File: config.mk
export PLATFORM = sky130hd
export DESIGN_NAME = timer_ctrl_flat
export DESIGN_NICKNAME = d
export VERILOG_FILES = /design/src/rtl/timer_ctrl_pkg.sv /design/src/rtl/timer_ctrl_if.sv /design/src/rtl/timer_ctrl_unit.sv /design/src/rtl/timer_ctrl.sv /design/src/flat_wrapper.sv
export SDC_FILE = /design/constraint.sdc
export NUM_CORES = 1
export LEC_CHECK = 0
export ABC_AREA = 1
export BUFFER_PORTS_ARGS = -buffer_cell sky130_fd_sc_hd__clkbuf_2
export CORE_MARGIN = 8
export CORE_UTILIZATION = 45
export CTS_CLUSTER_DIAMETER = 120
export DETAILED_ROUTE_END_ITERATION = 12
export GPL_ROUTABILITY_DRIVEN = 1
export PLACE_DENSITY = 0.76
export SETUP_SLACK_MARGIN = 0.3
export SKIP_LAST_GASP = 1
export SLEW_MARGIN = 20
export SYNTH_ARGS = -nofsm -noshare
export SYNTH_HDL_FRONTEND = slang
export SYNTH_SLANG_ARGS = --single-unit
File: constraint.sdc
create_clock -name clk -period 1.6 [get_ports clk]
set_input_delay 0 -clock clk [delete_from_list [all_inputs] [get_ports clk]]
set_output_delay 0 -clock clk [all_outputs]
set_load 0.01 [all_outputs]
File: src/rtl/timer_ctrl_pkg.sv
// Purpose: shared constants and types for the 8051 timer/counter block.
// Latency: none (declarations only).
// Backpressure: none.
package timer_pkg;

  // clk cycles per machine cycle
  localparam int PRESCALE = 12;
  localparam int PRESC_W  = $clog2(PRESCALE);

  // SFR addresses
  localparam logic [7:0] ADDR_TCON = 8'h88;
  localparam logic [7:0] ADDR_TMOD = 8'h89;
  localparam logic [7:0] ADDR_TL0  = 8'h8A;
  localparam logic [7:0] ADDR_TL1  = 8'h8B;
  localparam logic [7:0] ADDR_TH0  = 8'h8C;
  localparam logic [7:0] ADDR_TH1  = 8'h8D;

  // TMOD field positions inside one timer nibble
  localparam int TMOD_GATE = 3;
  localparam int TMOD_CT   = 2;
  localparam int TMOD_M1   = 1;
  localparam int TMOD_M0   = 0;

  // TCON flag/run bit positions
  localparam int TCON_TF1 = 7;
  localparam int TCON_TR1 = 6;
  localparam int TCON_TF0 = 5;
  localparam int TCON_TR0 = 4;

  typedef enum logic [1:0] {
    MODE13       = 2'd0,
    MODE16       = 2'd1,
    MODE8_RELOAD = 2'd2,
    MODE_SPLIT   = 2'd3
  } mode_e;

  // Extract the mode field from a TMOD nibble
  function automatic mode_e nib_mode(input logic [3:0] nib);
    return mode_e'({nib[TMOD_M1], nib[TMOD_M0]});
  endfunction

endpackage

File: src/rtl/timer_ctrl_if.sv
// Purpose: internal SFR bus between the CPU core and the timer block.
// Latency: read data is combinational; writes land on the next clk edge.
// Backpressure: none; every strobe is accepted in its cycle.
interface timer_ctrl_if;
  logic [7:0] sfr_addr;
  logic       sfr_wr;
  logic [7:0] sfr_wdata;
  logic       sfr_rd;
  logic [7:0] sfr_rdata;
  logic       sfr_hit;

  modport master (
    output sfr_addr, sfr_wr, sfr_wdata, sfr_rd,
    input  sfr_rdata, sfr_hit
  );

  modport slave (
    input  sfr_addr, sfr_wr, sfr_wdata, sfr_rd,
    output sfr_rdata, sfr_hit
  );
endinterface

File: src/rtl/timer_ctrl_unit.sv
// Purpose: one TL/TH counter pair with mode 0-3 counting, reload and pin edge detect.
// Latency: count updates on the edge ending the tick cycle; overflow is a same-cycle pulse.
// Backpressure: none; a register write in the same cycle drops that increment.
module timer_unit
  import timer_pkg::*;
(
  input  logic       clk,
  input  logic       rst,
  input  logic       tick,
  input  mode_e      mode,
  input  logic       run,
  input  logic       ct,
  input  logic       th_run,
  input  logic       pin_sync,
  input  logic       wr_tl,
  input  logic       wr_th,
  input  logic [7:0] wdata,
  output logic [7:0] tl,
  output logic [7:0] th,
  output logic       ovf,
  output logic       th_ovf
);

  logic       pin_samp;
  logic       edge_evt;
  logic       inc;
  logic       th_inc;
  logic       any_wr;
  logic [7:0] tl_nxt;
  logic [7:0] th_nxt;

  // Pin is re-sampled once per machine cycle; edges are judged tick to tick
  always_ff @(posedge clk) begin
    if (rst)       pin_samp <= 1'b1;
    else if (tick) pin_samp <= pin_sync;
  end

  assign edge_evt = pin_samp & ~pin_sync;
  assign inc      = run & tick & (~ct | edge_evt);
  // Split-mode upper byte is always a timer, never a counter
  assign th_inc   = th_run & tick;
  assign any_wr   = wr_tl | wr_th;

  // Next count and overflow pulse for the selected mode
  always_comb begin
    tl_nxt = tl;
    th_nxt = th;
    ovf    = 1'b0;
    th_ovf = 1'b0;
    case (mode)
      MODE13: begin
        if (inc && !any_wr) begin
          tl_nxt[4:0] = tl[4:0] + 5'd1;
          if (tl[4:0] == 5'h1F) begin
            th_nxt = th + 8'd1;
            ovf    = (th == 8'hFF);
          end
        end
      end
      MODE16: begin
        if (inc && !any_wr) begin
          {th_nxt, tl_nxt} = {th, tl} + 16'd1;
          ovf              = ({th, tl} == 16'hFFFF);
        end
      end
      MODE8_RELOAD: begin
        if (inc && !any_wr) begin
          if (tl == 8'hFF) begin
            tl_nxt = th;
            ovf    = 1'b1;
          end else begin
            tl_nxt = tl + 8'd1;
          end
        end
      end
      MODE_SPLIT: begin
        // The two halves are independent counters here, so only the
        // written half loses its increment
        if (inc && !wr_tl) begin
          tl_nxt = tl + 8'd1;
          ovf    = (tl == 8'hFF);
        end
        if (th_inc && !wr_th) begin
          th_nxt = th + 8'd1;
          th_ovf = (th == 8'hFF);
        end
      end
      default: ;
    endcase
  end

  // Count registers: software writes take priority over counting
  always_ff @(posedge clk) begin
    if (rst) begin
      tl <= 8'h00;
      th <= 8'h00;
    end else begin
      tl <= wr_tl ? wdata : tl_nxt;
      th <= wr_th ? wdata : th_nxt;
    end
  end

endmodule

File: src/rtl/timer_ctrl.sv
// Purpose: 8051 timer/counter controller: prescaler, TCON/TMOD, run/gate, mode-3 steering, SFR reads.
// Latency: writes visible next cycle; TF rises the cycle after the overflowing tick.
// Backpressure: none; SFR accesses and acks are taken every cycle.
module timer_ctrl
  import timer_pkg::*;
(
  input  logic          clk,
  input  logic          rst,
  timer_ctrl_if.slave   sfr,
  input  logic          t0_pin,
  input  logic          t1_pin,
  input  logic          int0_n,
  input  logic          int1_n,
  output logic          tick,
  output logic          tf0_irq,
  output logic          tf1_irq,
  input  logic          irq_ack0,
  input  logic          irq_ack1
);

  logic [PRESC_W-1:0] presc_cnt;
  logic [1:0]         t0_s, t1_s, i0_s, i1_s;
  logic [7:0]         tcon, tmod;
  logic [7:0]         tl0, th0, tl1, th1;
  logic [7:0]         rd_val;
  logic               hit;
  logic               wr_tcon, wr_tmod, wr_tl0, wr_th0, wr_tl1, wr_th1;
  mode_e              mode0, mode1;
  logic               t0_split, t1_split;
  logic               run0, run1, th0_run;
  logic               u0_ovf, u0_th_ovf, u1_ovf, u1_th_ovf;
  logic               tf0_set, tf1_set;

  assign tick = (presc_cnt == PRESC_W'(PRESCALE - 1));

  // Machine-cycle prescaler, free running 0..PRESCALE-1
  always_ff @(posedge clk) begin
    if (rst)       presc_cnt <= '0;
    else if (tick) presc_cnt <= '0;
    else           presc_cnt <= presc_cnt + 1'b1;
  end

  // Two-flop synchronizers for the asynchronous pins and gate inputs
  always_ff @(posedge clk) begin
    if (rst) begin
      t0_s <= 2'b11;
      t1_s <= 2'b11;
      i0_s <= 2'b11;
      i1_s <= 2'b11;
    end else begin
      t0_s <= {t0_s[0], t0_pin};
      t1_s <= {t1_s[0], t1_pin};
      i0_s <= {i0_s[0], int0_n};
      i1_s <= {i1_s[0], int1_n};
    end
  end

  assign wr_tcon = sfr.sfr_wr && (sfr.sfr_addr == ADDR_TCON);
  assign wr_tmod = sfr.sfr_wr && (sfr.sfr_addr == ADDR_TMOD);
  assign wr_tl0  = sfr.sfr_wr && (sfr.sfr_addr == ADDR_TL0);
  assign wr_th0  = sfr.sfr_wr && (sfr.sfr_addr == ADDR_TH0);
  assign wr_tl1  = sfr.sfr_wr && (sfr.sfr_addr == ADDR_TL1);
  assign wr_th1  = sfr.sfr_wr && (sfr.sfr_addr == ADDR_TH1);

  assign mode0    = nib_mode(tmod[3:0]);
  assign mode1    = nib_mode(tmod[7:4]);
  assign t0_split = (mode0 == MODE_SPLIT);
  assign t1_split = (mode1 == MODE_SPLIT);

  // Timer 1 in mode 3 is parked; TR1 then only drives TH0 when timer 0 is split
  assign run0    = tcon[TCON_TR0] & (~tmod[TMOD_GATE] | i0_s[1]);
  assign run1    = tcon[TCON_TR1] & (~tmod[4 + TMOD_GATE] | i1_s[1]) & ~t1_split;
  assign th0_run = tcon[TCON_TR1] & t0_split;

  timer_unit u_t0 (
    .clk      (clk),
    .rst      (rst),
    .tick     (tick),
    .mode     (mode0),
    .run      (run0),
    .ct       (tmod[TMOD_CT]),
    .th_run   (th0_run),
    .pin_sync (t0_s[1]),
    .wr_tl    (wr_tl0),
    .wr_th    (wr_th0),
    .wdata    (sfr.sfr_wdata),
    .tl       (tl0),
    .th       (th0),
    .ovf      (u0_ovf),
    .th_ovf   (u0_th_ovf)
  );

  timer_unit u_t1 (
    .clk      (clk),
    .rst      (rst),
    .tick     (tick),
    .mode     (mode1),
    .run      (run1),
    .ct       (tmod[4 + TMOD_CT]),
    .th_run   (1'b0),
    .pin_sync (t1_s[1]),
    .wr_tl    (wr_tl1),
    .wr_th    (wr_th1),
    .wdata    (sfr.sfr_wdata),
    .tl       (tl1),
    .th       (th1),
    .ovf      (u1_ovf),
    .th_ovf   (u1_th_ovf)
  );

  // While timer 0 is split, TF1 belongs to TH0 and timer 1 overflows are silent.
  // u1_th_ovf is structurally zero (its th_run is tied low).
  assign tf0_set = u0_ovf;
  assign tf1_set = t0_split ? u0_th_ovf : (u1_ovf | u1_th_ovf);

  // TCON: overflow set wins over ack and software clear; other bits follow writes
  always_ff @(posedge clk) begin
    if (rst) begin
      tcon <= 8'h00;
    end else begin
      if (wr_tcon) begin
        tcon[TCON_TR1] <= sfr.sfr_wdata[TCON_TR1];
        tcon[TCON_TR0] <= sfr.sfr_wdata[TCON_TR0];
        tcon[3:0]      <= sfr.sfr_wdata[3:0];
      end
      if (tf0_set)       tcon[TCON_TF0] <= 1'b1;
      else if (wr_tcon)  tcon[TCON_TF0] <= sfr.sfr_wdata[TCON_TF0];
      else if (irq_ack0) tcon[TCON_TF0] <= 1'b0;
      if (tf1_set)       tcon[TCON_TF1] <= 1'b1;
      else if (wr_tcon)  tcon[TCON_TF1] <= sfr.sfr_wdata[TCON_TF1];
      else if (irq_ack1) tcon[TCON_TF1] <= 1'b0;
    end
  end

  // TMOD holds whatever software last wrote
  always_ff @(posedge clk) begin
    if (rst)          tmod <= 8'h00;
    else if (wr_tmod) tmod <= sfr.sfr_wdata;
  end

  assign tf0_irq = tcon[TCON_TF0];
  assign tf1_irq = tcon[TCON_TF1];

  // SFR read mux and address decode
  always_comb begin
    rd_val = 8'h00;
    hit    = 1'b1;
    case (sfr.sfr_addr)
      ADDR_TCON: rd_val = tcon;
      ADDR_TMOD: rd_val = tmod;
      ADDR_TL0:  rd_val = tl0;
      ADDR_TL1:  rd_val = tl1;
      ADDR_TH0:  rd_val = th0;
      ADDR_TH1:  rd_val = th1;
      default:   hit    = 1'b0;
    endcase
  end

  assign sfr.sfr_hit   = hit;
  assign sfr.sfr_rdata = sfr.sfr_rd ? rd_val : 8'h00;

endmodule

File: src/flat_wrapper.sv
// flat-port wrapper written by rule: the top's interface ports become plain ports
module timer_ctrl_flat import timer_pkg::*;
  (clk, rst, t0_pin, t1_pin, int0_n, int1_n, tick, tf0_irq, tf1_irq, irq_ack0, irq_ack1, sfr_sfr_addr, sfr_sfr_wr, sfr_sfr_wdata, sfr_sfr_rd, sfr_sfr_rdata, sfr_sfr_hit);
  timer_ctrl_if sfr_i ();
  input  logic clk;
  input  logic rst;
  input  logic t0_pin;
  input  logic t1_pin;
  input  logic int0_n;
  input  logic int1_n;
  output logic tick;
  output logic tf0_irq;
  output logic tf1_irq;
  input  logic irq_ack0;
  input  logic irq_ack1;
  input wire logic [$bits(sfr_i.sfr_addr)-1:0] sfr_sfr_addr;
  input wire logic [$bits(sfr_i.sfr_wr)-1:0] sfr_sfr_wr;
  input wire logic [$bits(sfr_i.sfr_wdata)-1:0] sfr_sfr_wdata;
  input wire logic [$bits(sfr_i.sfr_rd)-1:0] sfr_sfr_rd;
  output wire logic [$bits(sfr_i.sfr_rdata)-1:0] sfr_sfr_rdata;
  output wire logic [$bits(sfr_i.sfr_hit)-1:0] sfr_sfr_hit;
  assign sfr_i.sfr_addr = sfr_sfr_addr;
  assign sfr_i.sfr_wr = sfr_sfr_wr;
  assign sfr_i.sfr_wdata = sfr_sfr_wdata;
  assign sfr_i.sfr_rd = sfr_sfr_rd;
  assign sfr_sfr_rdata = sfr_i.sfr_rdata;
  assign sfr_sfr_hit = sfr_i.sfr_hit;
  timer_ctrl u_core (.clk(clk), .rst(rst), .sfr(sfr_i), .t0_pin(t0_pin), .t1_pin(t1_pin), .int0_n(int0_n), .int1_n(int1_n), .tick(tick), .tf0_irq(tf0_irq), .tf1_irq(tf1_irq), .irq_ack0(irq_ack0), .irq_ack1(irq_ack1));
endmodule
# [Word-level counts from Yosys, hierarchy flattened]
# Cells that the tools add are included.
[word_totals] reg_bits=62 input_bits=26 out_inout_bits=12 wordCells=170
[op_classes] add_sub_neg=9 eq_ne=36 n_mux=52 bitwise_logic=24 n_reduce_logical=32
[ops] operator="2-to-1 mux 8 bit" n=20
[ops] operator="equality test 8 bit, second input constant" n=10
[ops] operator="case mux 8 bit (6 select lines)" n=1
[ops] operator="inequality test 3 bit, second input constant" n=15
[ops] operator="case mux 5 bit (4 select lines)" n=2
[ops] operator="adder 16 x 1 -> 16 bit, second input constant" n=2
[ops] operator="adder 8 x 1 -> 8 bit, second input constant" n=4
[ops] operator="equality test 16 bit, second input constant" n=2
[ops] operator="case mux 8 bit (3 select lines)" n=1
[ops] operator="2-to-1 mux 1 bit" n=21
[ops] operator="AND reduction 4 bit" n=5
[ops] operator="case mux 3 bit (3 select lines)" n=2
[ops] operator="case mux 8 bit (2 select lines)" n=1
[ops] operator="nonzero test 4 bit" n=3
[ops] operator="bitwise AND 1 bit" n=11
[ops] operator="logical AND 1 bit" n=11
[ops] operator="adder 5 x 1 -> 5 bit, second input constant" n=2
[ops] operator="equality test 5 bit, second input constant" n=2
[ops] operator="2-to-1 mux 5 bit" n=2
[ops] operator="nonzero test 3 bit" n=3
[ops] operator="equality test 2 bit, second input constant" n=4
[ops] operator="case mux 1 bit (4 select lines)" n=2
[ops] operator="NOT 1 bit" n=7
[ops] operator="OR 1 bit" n=6
[ops] operator="8 further kinds" n=14

# [Logic depth before layout (Yosys ltp)]
[depth] depth_word=11 depth_mapped=14

# [Cells and area by module]
# A second synthesis with hierarchy kept.
[unflattened] cells_unflattened=789 area_unflattened_um2=4989.8
[modules_own_cells] mod="timer_unit" n_inst=2 cells_each=273 area_each_um2=1659.1
[modules_own_cells] mod="timer_ctrl" n_inst=1 cells_each=243 area_each_um2=1671.6

# [Worst setup path after synthesis]
# Ideal clock, no wire load.
[synth_timing] kind="register -> register" start="reg u_core.u_t1.tl[0]" end="reg u_core.u_t1.th[2]" arrival_ns=1.514 path_slack_ns=-0.024 path_stages_with_launch=14 path_buffers=0 synth_period_minus_slack_ns=1.624 path_cell_list="dfxtp_1 ha_1 nand2_2 nor2_1 ha_1 nor2_1 nor2_1 nand2_2 nand2_1 inv_1 nand2_1 nand3_1 nand2_1 inv_1"
[synth_between] elab_chain_len=4 elab_cells_between_ends=7 classes_between="1 x add/sub; 2 x eq/ne; 3 x mux; 1 x reduce/logical"
[synth_lines] element="start, declared" line_no="timer_ctrl_unit.sv:18" source="output logic [7:0] tl,"
[synth_lines] element="start signal, assigned" line_no="timer_ctrl_unit.sv:98" source="tl <= wr_tl ? wdata : tl_nxt;"
[synth_lines] element="adder 16 x 1 -> 16 bit" line_no="timer_ctrl_unit.sv:62" source="{th_nxt, tl_nxt} = {th, tl} + 16'd1;"
[synth_lines] element="2-to-1 mux 8 bit" line_no="timer_ctrl_unit.sv:61" source="if (inc && !any_wr) begin"
[synth_lines] element="case mux 8 bit (2 select lines)" line_no="timer_ctrl_unit.sv:50" source="case (mode)"
[synth_lines] element="2-to-1 mux 8 bit" line_no="timer_ctrl_unit.sv:99" source="th <= wr_th ? wdata : th_nxt;"
[synth_lines] element="end signal, assigned" line_no="timer_ctrl_unit.sv:99"
[synth_lines] element="end, declared" line_no="timer_ctrl_unit.sv:19" source="output logic [7:0] th,"
# Parallel ways exist; a longest one is shown, timed or not. The select of a mux whose other input is x is not followed.
# A chain may end at the register's enable or synchronous reset.

# [Final worst setup path]
[layout_timing] start="reg u_core.presc_cnt[1]" end="reg u_core.u_t0.th[1]"
[layout_between] elab_chain_len=6 elab_cells_between_ends=10 classes_between="4 x eq/ne; 3 x bitwise; 3 x reduce/logical"
[layout_lines] element="start, declared" line_no="timer_ctrl.sv:21" source="logic [PRESC_W-1:0] presc_cnt;"
[layout_lines] element="start signal, assigned" line_no="timer_ctrl.sv:40" source="else presc_cnt <= presc_cnt + 1'b1;"
[layout_lines] element="equality test 4 bit *" line_no="timer_ctrl.sv:34" source="assign tick = (presc_cnt == PRESC_W'(PRESCALE - 1));"
[layout_lines] element="bitwise AND 1 bit (2 in series)" line_no="timer_ctrl_unit.sv:39" source="assign inc = run & tick & (~ct | edge_evt);"
[layout_lines] element="logical AND 1 bit" line_no="timer_ctrl_unit.sv:52, timer_ctrl_unit.sv:61"
[layout_lines] element="inequality test 3 bit (no line)"
[layout_lines] element="AND reduction 5 bit (no line) *"
[layout_lines] element="end signal, assigned" line_no="timer_ctrl_unit.sv:99"
[layout_lines] element="end, declared" line_no="timer_ctrl_unit.sv:19"
# Mark *: on every way between the ends. The rest lies on a longest branch, timed or not.

==> impl_metrics.csv <==
group,metric,value,unit
run_status,status,"finished with violations",
run_status,failed_checks,"setup timing",
critical_path,startpoint_type,"flop",
power,ir_drop,0.448,mV
finish,final_cell_count_no_fill,975,
yosys,synth-main-ff-cell,"dfxtp_1",
route,dr.first_iter.drc_count,537,
route,drt_first_pass_iters,5,
floorplanning,die_x,115,um
yosys,syn-instance-count,691,
critical_path,crit_family,"simple AND/OR/NAND/NOR gates",
global_routing,grt_max_degree,29,
sta,fmax,554,MHz
placed_design,port_buffers,37,
critical_path,cp.required,1.87,ns
worst_hold_path,whs_path_depth,3,
finish,layout.core_utilization,69.2,%
global_routing,grt_pass1_wl,27000,um
yosys,synth_nets,728,
critical_path,r2r-end,"u_core.u_t0.th[1]",
floorplanning,rows,36,
yosys,yosysMostFrequentCell,"nand2_1",
finish,layout.nets,874,
yosys,syn_area_per_cell,6.32,sq um
clock_network,root_buffer,"clkbuf_8",
floorplanning,die_area,0.0131,sq mm
finish,num_antenna_cells,0,
sta,rsz0062_at_grt,"true",
route,drcViolationCount,0,
finish,multi_input_area,0.00337,sq mm
floorplanning,core,0.00959,sq mm
sta,post-route-period-util,113,%
clock_network,cts_buffer_depth,2,
sta,fin_skew,0.00899,ns
power,pwr_density_cell,478,mW/mm^2
global_routing,grt_pass1_vias,5459,
yosys,yosysSeqAreaShare,28.4,%
yosys,synth_top_area_share,28.4,%
yosys,synthArstFlopShare,0,%
yosys,syn-cell-area,0.00437,sq mm
sta,setup_viol,25,
yosys,synth_seq_cells,62,
sta,worst_pin_slew,0.537,ns
placed_design,place_congestion,1.03,
clock_network,cts.clk_slew.worst_paths,0.08,ns
finish,drive_gt1_share,46.7,%
route,viasPerCell,5.75,
critical_path,cp_max_fo,5,
sta,fin_ws,-0.206,ns
clock_network,tritoncts,"yes",
route,vias,5610,
clock_network,htree_levels,3,
worst_hold_path,hold_class,"input port to flop",
yosys,ys_types,36,
clock_network,cts.sinks,62,
yosys,synth-edff-count,0,
job,drv_cap,0,
critical_path,crit_arrival,2.07,ns
power,p_leak,2.76,nW
sta,slew_headroom,64.2,%
finish,final.fill_count,780,
critical_path,critPathBufInv,0,
sta,timing.final.crit_period,1.81,ns
sta,finalHoldViolations,0,
floorplanning,ios,38,
global_routing,track_usage,26.2,%
global_routing,overflow,0,
worst_hold_path,hold_path.startpoint,"sfr_sfr_wdata[0]",
critical_path,crit_type,"flop to flop",
yosys,synth_top_area_cell,"dfxtp_1",
critical_path,timing.reg2reg.setup_slack,-0.21,ns
sta,whs,0.0215,ns
route,routedWlPerCell,18.7,um
clock_network,clock_latency,0.37,ns
critical_path,path_cells,"ha_4, nand4_1, nor2_4, nand2_4, nand3_4, nand2_4, nor2_4, nand3_1, nor2_1, nor2_1",
route,ant_nets,0,
yosys,synth_common_cells,"nand2_1 (161), inv_1 (95), nor2_1 (69), dfxtp_1 (62), nand3_1 (54)",
critical_path,cp_slowest_cell,"dfxtp_2",
route,drt-total-wl,18300,um
sta,slew_viol_final,0,
critical_path,critical_path.endpoint_type,"flop",
critical_path,worstReg2RegStart,"u_core.presc_cnt[1]",
critical_path,reg2reg_depth,10,
placed_design,dp_hpwl,11600,um
global_routing,antenna_found_initial,0,
worst_hold_path,hold_end,"u_core.u_t1.th[0]",
floorplanning,initial_core_util,45.5,%
placed_design,dp.cells,905,
yosys,synth_area_leaders,"dfxtp_1 (28%), nand2_1 (14%), inv_1 (8.2%)",
critical_path,timing.critical_path.slowest_cell_delay,0.36,ns
clock_network,numCtsBuffers,9,
finish,seq_area,0.00132,sq mm
floorplanning,die_y,115,um
finish,syn_to_final_growth,51.9,%
yosys,yosysWarnings,0,
## power by group
| part | total (mW) | switching [mW] | internal (mW) |
|---|---|---|---|
| logic | 0.239 | 0.157 | 0.0819 |
| registers | 1.55 | 0.0107 | 1.54 |
| clock network | 1.38 | 0.798 | 0.581 |
| total | 3.17 | 0.966 | 2.20 |
## state kept, by name (all words and copies together) (netlist names)
| signal | flops |
|---|---|
| u_core.t0_s | 2 |
| u_core.i0_s | 2 |
| u_core.u_t0.th | 8 |
| u_core.presc_cnt | 4 |
| u_core.i1_s | 2 |
| u_core.u_t0.tl | 8 |
| u_core.tmod | 8 |
| u_core.u_t0.pin_samp | 1 |
| u_core.u_t1.tl | 8 |
| u_core.u_t1.pin_samp | 1 |
| u_core.t1_s | 2 |
| u_core.tcon | 8 |
| u_core.u_t1.th | 8 |
## cells by family (layout without fill, tap and decap cells)
group / Yosys count / count (layout) / share of synthesized area, %
xor gates and xnor gates: 15 / 15 / 3.01
adders and majority gates: 11 / 11 / 3.15
buffers and inverters: 115 / 265 / 10.3
and+or+nand+nor: 352 / 353 / 38.1
AOI/OAI and AO/OA: 136 / 136 / 17.0
DFF: 62 / 62 / 28.4
## how the worst max path moves through the flow
stage / from / end / slack [ns] / cells after the start
final: u_core.presc_cnt[1] / u_core.u_t0.th[1] / -0.21 / 10
after CTS: u_core.u_t1.tl[1] / u_core.u_t1.th[1] / -0.05 / 12
after global routing: u_core.presc_cnt[1] / u_core.u_t0.th[1] / -0.30 / 10
after global placement: u_core.u_t0.tl[1] / u_core.u_t0.th[1] / -0.03 / 10
after floorplan: u_core.u_t1.tl[1] / u_core.u_t1.th[1] / 0.06 / 12
after detailed placement: u_core.u_t1.tl[1] / u_core.u_t1.th[1] / -0.1 / 12
## timing repair
item | CTS | global route
endpoints found under the hold margin | 6 | 0
setup endpoints to repair | 43 | 43
pin swaps | 75 | 57
hold buffers | 6 | 0
cloned | 1 | 0
setup buffers | 31 | 16
resized for setup | 170 | 92
## stage by stage
| step | total power, mW | setup TNS (ns) | setup slack (ns) | instance area, sq um |
|---|---|---|---|---|
| 2_1_floorplan | 1.70 | 0 | 0.0560 | 4500 |
| 3_3_place_gp | 1.80 | -0.172 | -0.0339 | 5200 |
| 3_5_place_dp | 1.81 | -0.647 | -0.0959 | 5200 |
| 4_1_cts | 3.14 | -0.183 | -0.0540 | 6190 |
| 5_1_grt | 3.25 | -4.50 | -0.295 | 6640 |
| 6_report | 3.17 | -1.88 | -0.206 | 6640 |
## final cells by class
cell class | instances | area share [%]
multi-input combinational | 515 | 50.8
sequential | 62 | 19.8
timing repair buffer | 147 | 17.5
inverter | 102 | 6.58
tap | 133 | 2.51
clock buffer | 9 | 1.87
clock inverter | 7 | 0.849
## placed cells by master (no fill, tap or decap), types with 8 or more instances in the layout
cell,n
a21oi_1,32
a21oi_2,15
buf_2,8
buf_4,77
buf_6,24
clkbuf_2,28
clkbuf_8,9
dfxtp_1,27
dfxtp_2,23
dfxtp_4,12
ha_4,8
inv_1,59
inv_2,24
inv_4,13
nand2_1,138
nand2_2,22
nand2_4,11
nand3_1,35
nand3_2,20
nor2_1,59
nor2_2,8
nor2_4,17
o21ai_0,25
o21ai_1,20
o21ai_2,11
o22ai_2,13
or2_2,11
xor2_1,14
## metal layers
metal | routed length, um | global-route usage (%) | up-vias
li1 | - | - | 2561
met1 | 6520 | 28.5 | 2552
met2 | 8610 | 43.8 | 370
met3 | 1880 | 6.86 | 127
met4 | 1260 | 17.9 | 0
met5 | 0 | 0 | -
## tightest hold or removal path, stage by stage
cell and delay, ns:
clkbuf_2 0.15, nand2_1 0.11, a31oi_1 0.08
(Power assumes the default switching activity.)
